File: config.mk
export PLATFORM = sky130hd
export DESIGN_NAME = evm_result_reader_flat
export DESIGN_NICKNAME = d
export VERILOG_FILES = /design/src/rtl/evm_result_reader_pkg.sv /design/src/rtl/evm_result_reader_if.sv /design/src/rtl/evm_result_reader_frame_tx.sv /design/src/rtl/evm_result_reader.sv /design/src/flat_wrapper.sv
export SDC_FILE = /design/constraint.sdc
export NUM_CORES = 1
export LEC_CHECK = 0
export CAP_MARGIN = 25
export CORE_MARGIN = 2
export CORE_UTILIZATION = 35
export CTS_CLUSTER_SIZE = 16
export DETAILED_ROUTE_END_ITERATION = 8
export PLACE_DENSITY = 0.52
export SYNTH_ARGS = -nofsm -noshare
export SYNTH_HDL_FRONTEND = slang
export SYNTH_HIERARCHICAL = 1
export SYNTH_SLANG_ARGS = --single-unit
File: constraint.sdc
create_clock -name clk -period 2.55 [get_ports clk]
set_input_delay 0.51 -clock clk [delete_from_list [all_inputs] [get_ports clk]]
set_output_delay 0.51 -clock clk [all_outputs]
set_load 0.005 [all_outputs]
File: src/rtl/evm_result_reader_pkg.sv
// Shared types and constants for the evm result reader: scan/send FSM
// encodings, candidate codes, frame geometry and the status byte layout.
package evm_result_reader_pkg;

  typedef enum logic [2:0] {
    ST_IDLE,
    ST_SEL0,
    ST_SEL1,
    ST_SEL2,
    ST_SEL_WIN,
    ST_SEND,
    ST_WAIT_REARM
  } state_t;

  localparam logic [7:0] HEADER_DEFAULT = 8'hA5;

  localparam logic [1:0] CAND_NONE = 2'b00;
  localparam logic [1:0] CAND_1    = 2'b01;
  localparam logic [1:0] CAND_2    = 2'b10;
  localparam logic [1:0] CAND_3    = 2'b11;

  localparam int FRAME_LEN = 6;

  // Status byte: tie flag on top, name mismatch below it, winner code at the bottom.
  function automatic logic [7:0] pack_status(input logic inv, input logic name_err,
                                             input logic [1:0] win);
    return {inv, name_err, 4'b0000, win};
  endfunction

endpackage

File: src/rtl/evm_result_reader_if.sv
// Byte stream from the result reader to the display/telemetry sink.
// The master presents out_data/out_valid; the slave answers with out_ready.
interface evm_result_reader_if;
  logic [7:0] out_data;
  logic       out_valid;
  logic       out_ready;

  modport master (output out_data, output out_valid, input out_ready);
  modport slave  (input out_data, input out_valid, output out_ready);
endinterface

File: src/rtl/evm_result_reader_frame_tx.sv
// Frame transmitter: latches the snapshot into a 6-byte frame on start,
// appends the XOR checksum, and walks it out over valid/ready.
module evm_result_reader_frame_tx
  import evm_result_reader_pkg::*;
#(
  parameter logic [7:0] HEADER = HEADER_DEFAULT
) (
  input  logic                       clk,
  input  logic                       rst,
  input  logic                       start,
  input  logic [7:0]                 cnt0,
  input  logic [7:0]                 cnt1,
  input  logic [7:0]                 cnt2,
  input  logic [7:0]                 status,
  evm_result_reader_if.master        tx,
  output logic                       frame_end,
  output logic                       report_done
);

  logic [FRAME_LEN-1:0][7:0] frame;
  logic [2:0]                idx;
  logic                      accept;

  assign accept    = tx.out_valid && tx.out_ready;
  assign frame_end = accept && (idx == 3'(FRAME_LEN - 1));

  // Load the frame on start, then advance one byte per accepted handshake;
  // out_data only changes after an acceptance so it is stable under backpressure.
  always_ff @(posedge clk or negedge rst) begin
    if (!rst) begin
      frame        <= '0;
      idx          <= '0;
      tx.out_data  <= '0;
      tx.out_valid <= 1'b0;
      report_done  <= 1'b0;
    end else begin
      report_done <= frame_end;
      if (start) begin
        frame        <= {cnt0 ^ cnt1 ^ cnt2 ^ status, status, cnt2, cnt1, cnt0, HEADER};
        idx          <= '0;
        tx.out_data  <= HEADER;
        tx.out_valid <= 1'b1;
      end else if (accept) begin
        if (frame_end) begin
          idx          <= '0;
          tx.out_data  <= '0;
          tx.out_valid <= 1'b0;
        end else begin
          idx         <= idx + 3'd1;
          tx.out_data <= frame[idx + 3'd1];
        end
      end
    end
  end

endmodule

File: src/rtl/evm_result_reader.sv
// Results-side reader for the evm block: once voting is done it steps the evm
// display selects through the three tallies and the winner, snapshots them,
// and hands the snapshot to the frame transmitter. One frame per session.
module evm_result_reader
  import evm_result_reader_pkg::*;
#(
  parameter int         WIDTH         = 7,
  parameter int         SETTLE_CYCLES = 2,
  parameter logic [7:0] HEADER        = HEADER_DEFAULT
) (
  input  logic                 clk,
  input  logic                 rst,
  input  logic                 voting_done,
  input  logic                 invalid_results,
  input  logic [1:0]           candidate_name,
  input  logic [WIDTH-1:0]     results,
  output logic [1:0]           display_results,
  output logic                 display_winner,
  evm_result_reader_if.master  out_if,
  output logic                 busy,
  output logic                 report_done
);

  state_t     state, next_state;
  logic [3:0] settle_cnt;
  logic       settle_last;
  logic       scan_state;
  logic       armed;
  logic [7:0] cnt0, cnt1, cnt2;
  logic [1:0] win;
  logic       inv;
  logic       name_err;
  logic       tx_start;
  logic       frame_end;

  assign settle_last = (settle_cnt == 4'(SETTLE_CYCLES - 1));
  assign scan_state  = (state == ST_SEL0) || (state == ST_SEL1) ||
                       (state == ST_SEL2) || (state == ST_SEL_WIN);

  // State register.
  always_ff @(posedge clk or negedge rst) begin
    if (!rst) state <= ST_IDLE;
    else      state <= next_state;
  end

  // Next state: scan the selects in order, abort the scan if voting_done falls.
  always_comb begin
    next_state = state;
    unique case (state)
      ST_IDLE:       if (voting_done && armed) next_state = ST_SEL0;
      ST_SEL0:       if (!voting_done) next_state = ST_IDLE;
                     else if (settle_last) next_state = ST_SEL1;
      ST_SEL1:       if (!voting_done) next_state = ST_IDLE;
                     else if (settle_last) next_state = ST_SEL2;
      ST_SEL2:       if (!voting_done) next_state = ST_IDLE;
                     else if (settle_last) next_state = ST_SEL_WIN;
      ST_SEL_WIN:    if (!voting_done) next_state = ST_IDLE;
                     else if (settle_last) next_state = ST_SEND;
      ST_SEND:       if (frame_end) next_state = ST_WAIT_REARM;
      ST_WAIT_REARM: if (!voting_done) next_state = ST_IDLE;
      default:       next_state = ST_IDLE;
    endcase
  end

  // Outputs decoded from state: evm selects and the busy flag.
  always_comb begin
    display_results = 2'b00;
    display_winner  = 1'b0;
    busy            = 1'b0;
    unique case (state)
      ST_SEL0:    busy = 1'b1;
      ST_SEL1:    begin display_results = 2'b01; busy = 1'b1; end
      ST_SEL2:    begin display_results = 2'b10; busy = 1'b1; end
      ST_SEL_WIN: begin display_winner = 1'b1; busy = 1'b1; end
      ST_SEND:    busy = 1'b1;
      default:    ;
    endcase
  end

  // Settle counter: restarts on every select change and on abort.
  always_ff @(posedge clk or negedge rst) begin
    if (!rst)                                        settle_cnt <= '0;
    else if (scan_state && voting_done && !settle_last) settle_cnt <= settle_cnt + 4'd1;
    else                                             settle_cnt <= '0;
  end

  // One frame per session: disarm at scan start, rearm on abort or once voting_done drops.
  always_ff @(posedge clk or negedge rst) begin
    if (!rst)                                        armed <= 1'b1;
    else if (state == ST_IDLE && next_state == ST_SEL0) armed <= 1'b0;
    else if ((scan_state || state == ST_WAIT_REARM) && !voting_done) armed <= 1'b1;
  end

  // Snapshot capture on the last settle cycle of each select, plus name checking.
  always_ff @(posedge clk or negedge rst) begin
    if (!rst) begin
      cnt0     <= '0;
      cnt1     <= '0;
      cnt2     <= '0;
      win      <= CAND_NONE;
      inv      <= 1'b0;
      name_err <= 1'b0;
      tx_start <= 1'b0;
    end else begin
      tx_start <= (state == ST_SEL_WIN) && voting_done && settle_last;
      if (state == ST_IDLE && next_state == ST_SEL0) name_err <= 1'b0;
      if (voting_done && settle_last) begin
        unique case (state)
          ST_SEL0: begin
            cnt0 <= 8'(results);
            if (!invalid_results && candidate_name != CAND_1) name_err <= 1'b1;
          end
          ST_SEL1: begin
            cnt1 <= 8'(results);
            if (!invalid_results && candidate_name != CAND_2) name_err <= 1'b1;
          end
          ST_SEL2: begin
            cnt2 <= 8'(results);
            if (!invalid_results && candidate_name != CAND_3) name_err <= 1'b1;
          end
          ST_SEL_WIN: begin
            win <= candidate_name;
            inv <= invalid_results;
          end
          default: ;
        endcase
      end
    end
  end

  evm_result_reader_frame_tx #(
    .HEADER (HEADER)
  ) u_frame_tx (
    .clk         (clk),
    .rst         (rst),
    .start       (tx_start),
    .cnt0        (cnt0),
    .cnt1        (cnt1),
    .cnt2        (cnt2),
    .status      (pack_status(inv, name_err, win)),
    .tx          (out_if),
    .frame_end   (frame_end),
    .report_done (report_done)
  );

endmodule

File: src/flat_wrapper.sv
// flat-port wrapper written by rule: the top's interface ports become plain ports
module evm_result_reader_flat import evm_result_reader_pkg::*;
#(
  parameter int         WIDTH         = 7,
  parameter int         SETTLE_CYCLES = 2,
  parameter logic [7:0] HEADER        = HEADER_DEFAULT
)
  (clk, rst, voting_done, invalid_results, candidate_name, results, display_results, display_winner, busy, report_done, out_if_out_data, out_if_out_valid, out_if_out_ready);
  evm_result_reader_if out_if_i ();
  input  logic clk;
  input  logic rst;
  input  logic voting_done;
  input  logic invalid_results;
  input  logic [1:0] candidate_name;
  input  logic [WIDTH-1:0] results;
  output logic [1:0] display_results;
  output logic display_winner;
  output logic busy;
  output logic report_done;
  output wire logic [$bits(out_if_i.out_data)-1:0] out_if_out_data;
  output wire logic [$bits(out_if_i.out_valid)-1:0] out_if_out_valid;
  input wire logic [$bits(out_if_i.out_ready)-1:0] out_if_out_ready;
  assign out_if_out_data = out_if_i.out_data;
  assign out_if_out_valid = out_if_i.out_valid;
  assign out_if_i.out_ready = out_if_out_ready;
  evm_result_reader #(.WIDTH(WIDTH), .SETTLE_CYCLES(SETTLE_CYCLES), .HEADER(HEADER)) u_core (.clk(clk), .rst(rst), .voting_done(voting_done), .invalid_results(invalid_results), .candidate_name(candidate_name), .results(results), .display_results(display_results), .display_winner(display_winner), .out_if(out_if_i), .busy(busy), .report_done(report_done));
endmodule
==> results.sh <==
export IMPL_synthTopCellsByArea="dfrtp_1, mux2_2, xnor2_1"
export IMPL_wl_per_cell_um=15.3
export IMPL_insertion_delay_ns=0.34
export IMPL_rr_worst_depth=6
export IMPL_rsz0062_at_grt="no"
export IMPL_grt_pass1_wl_um=13400
export IMPL_routed_wl_um=7990
export IMPL_ir_worst_vdd_uv=373
export IMPL_reg2reg_from="u_core/settle_cnt[1]"
export IMPL_synth_seq_cells=88
export IMPL_antenna_left=0
export IMPL_yosys_most_used_dff="dfrtp_1"
export IMPL_drc_errors=2
export IMPL_cts_htree_levels=3
export IMPL_max_freq_mhz=420
export IMPL_slew_headroom_pct=60.6
export IMPL_outcome="finished with violations"
export IMPL_clockBufferDepth=2
export IMPL_drt_pass1_iter_count=7
export IMPL_grt_antenna_before_repair=0
export IMPL_p_leak_nw=2.29
export IMPL_r2r_slack_ns=0.51
export IMPL_ys_warn_count=6
export IMPL_drive_gt1_share_pct=26.1
export IMPL_finalSetupTns_ns=0
export IMPL_gp_congestion=0.725
export IMPL_critPathMaxFanout=15
export IMPL_crit_type="reg2out"
export IMPL_hold_buffers=0
export IMPL_clk_pin_slew_ns=0.06
export IMPL_p_total_mw=3.08
export IMPL_grt_max_degree=39
export IMPL_areaGrowthSynthToFinish_pct=19.5
export IMPL_power_density_nw_per_um2=620
export IMPL_die_area_um2=12800
export IMPL_hold_viol=0
export IMPL_syn_area_um2=4150
export IMPL_synth_area_leader_cell="dfrtp_1"
export IMPL_ios=28
export IMPL_synth_top_cells_by_count="dfrtp_1, mux2_2, xnor2_1, a21oi_1, nand2_1"
export IMPL_initial_core_util_pct=36.1
export IMPL_finalNetCount=393
export IMPL_fin_util_pct=43.1
export IMPL_cp_required_ns=2.04
export IMPL_cts_resized_gates=0
export IMPL_drt_initial_drc_count=89
export IMPL_rows=39
export IMPL_route_met3_wl_um=193
export IMPL_dpl_cell_area_um2=4630
export IMPL_yosys_area_top_type_share_pct=52.4
export IMPL_overflow=0
export IMPL_async_flop_share_pct=100
export IMPL_fill_cells=1075
export IMPL_final_cell_area_um2=4970
export IMPL_cts_buffers=9
export IMPL_worstSetupStartpointType="register"
export IMPL_fin_crit_sh_pct=93.3
export IMPL_yosysMostFrequentCell="dfrtp_1"
export IMPL_die_height_um=113
export IMPL_drv_cap=0
export IMPL_ys_types=44
export IMPL_top_layer="met4"
export IMPL_grt_usage_pct=13.8
export IMPL_diodes=0
export IMPL_die_w_um=113
export IMPL_vias=2558
export IMPL_arrival_ns=1.87
export IMPL_finalCriticalPeriod_ns=2.38
export IMPL_synth_avg_cell_area_um2=12.5
export IMPL_worst_pin_slew_ns=0.592
export IMPL_hp_class="in2async"
export IMPL_end_kind="output port"
export IMPL_grt_pass1_vias=2528
export IMPL_cp_endpoint="display_results[1]"
export IMPL_syn_inst=332
export IMPL_synth_edf_count=0
export IMPL_dpl_hpwl_um=5540
export IMPL_ys_seq_area_share_pct=53.0
export IMPL_routedLengthMet1_um=4020
export IMPL_io_buffers=27
export IMPL_cts_tree="built"
export IMPL_via_per_inst=4.89
export IMPL_wl_met2_um=3600
export IMPL_cts_root_buf="clkbuf_16"
export IMPL_fin_skew_ns=0.00800
export IMPL_reg2reg_to="u_core/cnt1[5]"
export IMPL_drv_slew=0
export IMPL_setup_viol=0
export IMPL_core_area_um2=11500
export IMPL_post_cts_buffers=0
export IMPL_clock_sinks=88
export IMPL_violations="DRC"
export IMPL_worstSetupStartpoint="u_core/state[0]"
==> cell type report <==
cell class	instances	area, µm²	area share [%]
sequential	88	2200	44.4
multi-input combinational	233	1870	37.7
timing repair buffer	36	348	7.00
clock buffer	9	225	4.54
tap	143	179	3.60
clock inverter	7	110	2.22
inverter	7	26.3	0.529
==> layout by cell type (no fill, tap or decap), types with 5 or more instances in the layout <==
cell type,instances
o21ai_0,11
o31ai_1,6
nand3b_1,8
xnor2_1,26
clkdlybuf4s50_1,26
a21oi_1,21
buf_4,9
o211ai_1,5
nand2_1,18
mux2_2,62
inv_1,7
dfrtp_1,86
clkbuf_16,9
conb_1,14
nor2_1,17
==> sequential cells by signal, indices dropped and copies added, names as in the netlist <==
name / cells
u_core/settle_cnt: 4
u_core/armed: 1
u_core/state: 3
u_core/cnt2: 7
u_core/u_frame_tx/tx.out_valid: 1
u_core/inv: 1
u_core/win: 2
u_core/u_frame_tx/frame: 41
u_core/u_frame_tx/tx.out_data: 8
u_core/cnt1: 7
u_core/u_frame_tx/idx: 3
u_core/name_err: 1
u_core/u_frame_tx/report_done: 1
u_core/cnt0: 7
u_core/tx_start: 1
==> through the flow <==
step,setup WS (ns),instances,hold slack (ns)
floorplan,0.783,345,0.214
global placement,0.444,507,0.471
detailed placement,0.417,507,0.480
CTS,0.137,523,0.124
global route,0.00204,523,0.138
finish,0.170,523,0.119
==> routing by layer <==
layer | track usage (%) | vias up
li1 | - | 1247
met1 | 19.7 | 1274
met2 | 20.2 | 26
met3 | 2.20 | 11
met4 | 7.07 | 0
met5 | 0 | -
==> critical path, cell delays in order, from the launching register on <==
cell             delay, ns
dfrtp_1               0.61
inv_1                 0.17
nor3b_1               0.22
clkdlybuf4s50_1       0.53
==> where the power goes <==
group	total, mW	switching [mW]	internal [mW]
clock network	1.49	0.538	0.950
logic	0.154	0.0781	0.0759
registers	1.44	0.0227	1.42
==> worst min-delay path by stage <==
stage | start | cells past startpoint | to | slack (ns)
finish | rst | 1 | u_core/state[1] | 0.12
global route | rst | 1 | u_core/state[1] | 0.14
global placement | u_core/settle_cnt[0] | 1 | u_core/settle_cnt[0] | 0.47
floorplan | rst | 0 | u_core/cnt0[0] | 0.21
detailed placement | u_core/settle_cnt[0] | 1 | u_core/settle_cnt[0] | 0.48
CTS | rst | 1 | u_core/state[1] | 0.12
==> kinds of logic after synthesis <==
group / Yosys count / synth area share (%)
AO/OA/AOI/OAI: 52 / 7.92
flip-flops: 88 / 53.0
buffers and inverters: 24 / 3.04
XOR/XNOR: 28 / 5.90
AND/OR/NAND/NOR: 65 / 8.58
adder cells (fa/ha/maj): 4 / 1.20
other: 1 / 0.0903
multiplexers: 70 / 20.2
Power figures use the tool's default switching activity.
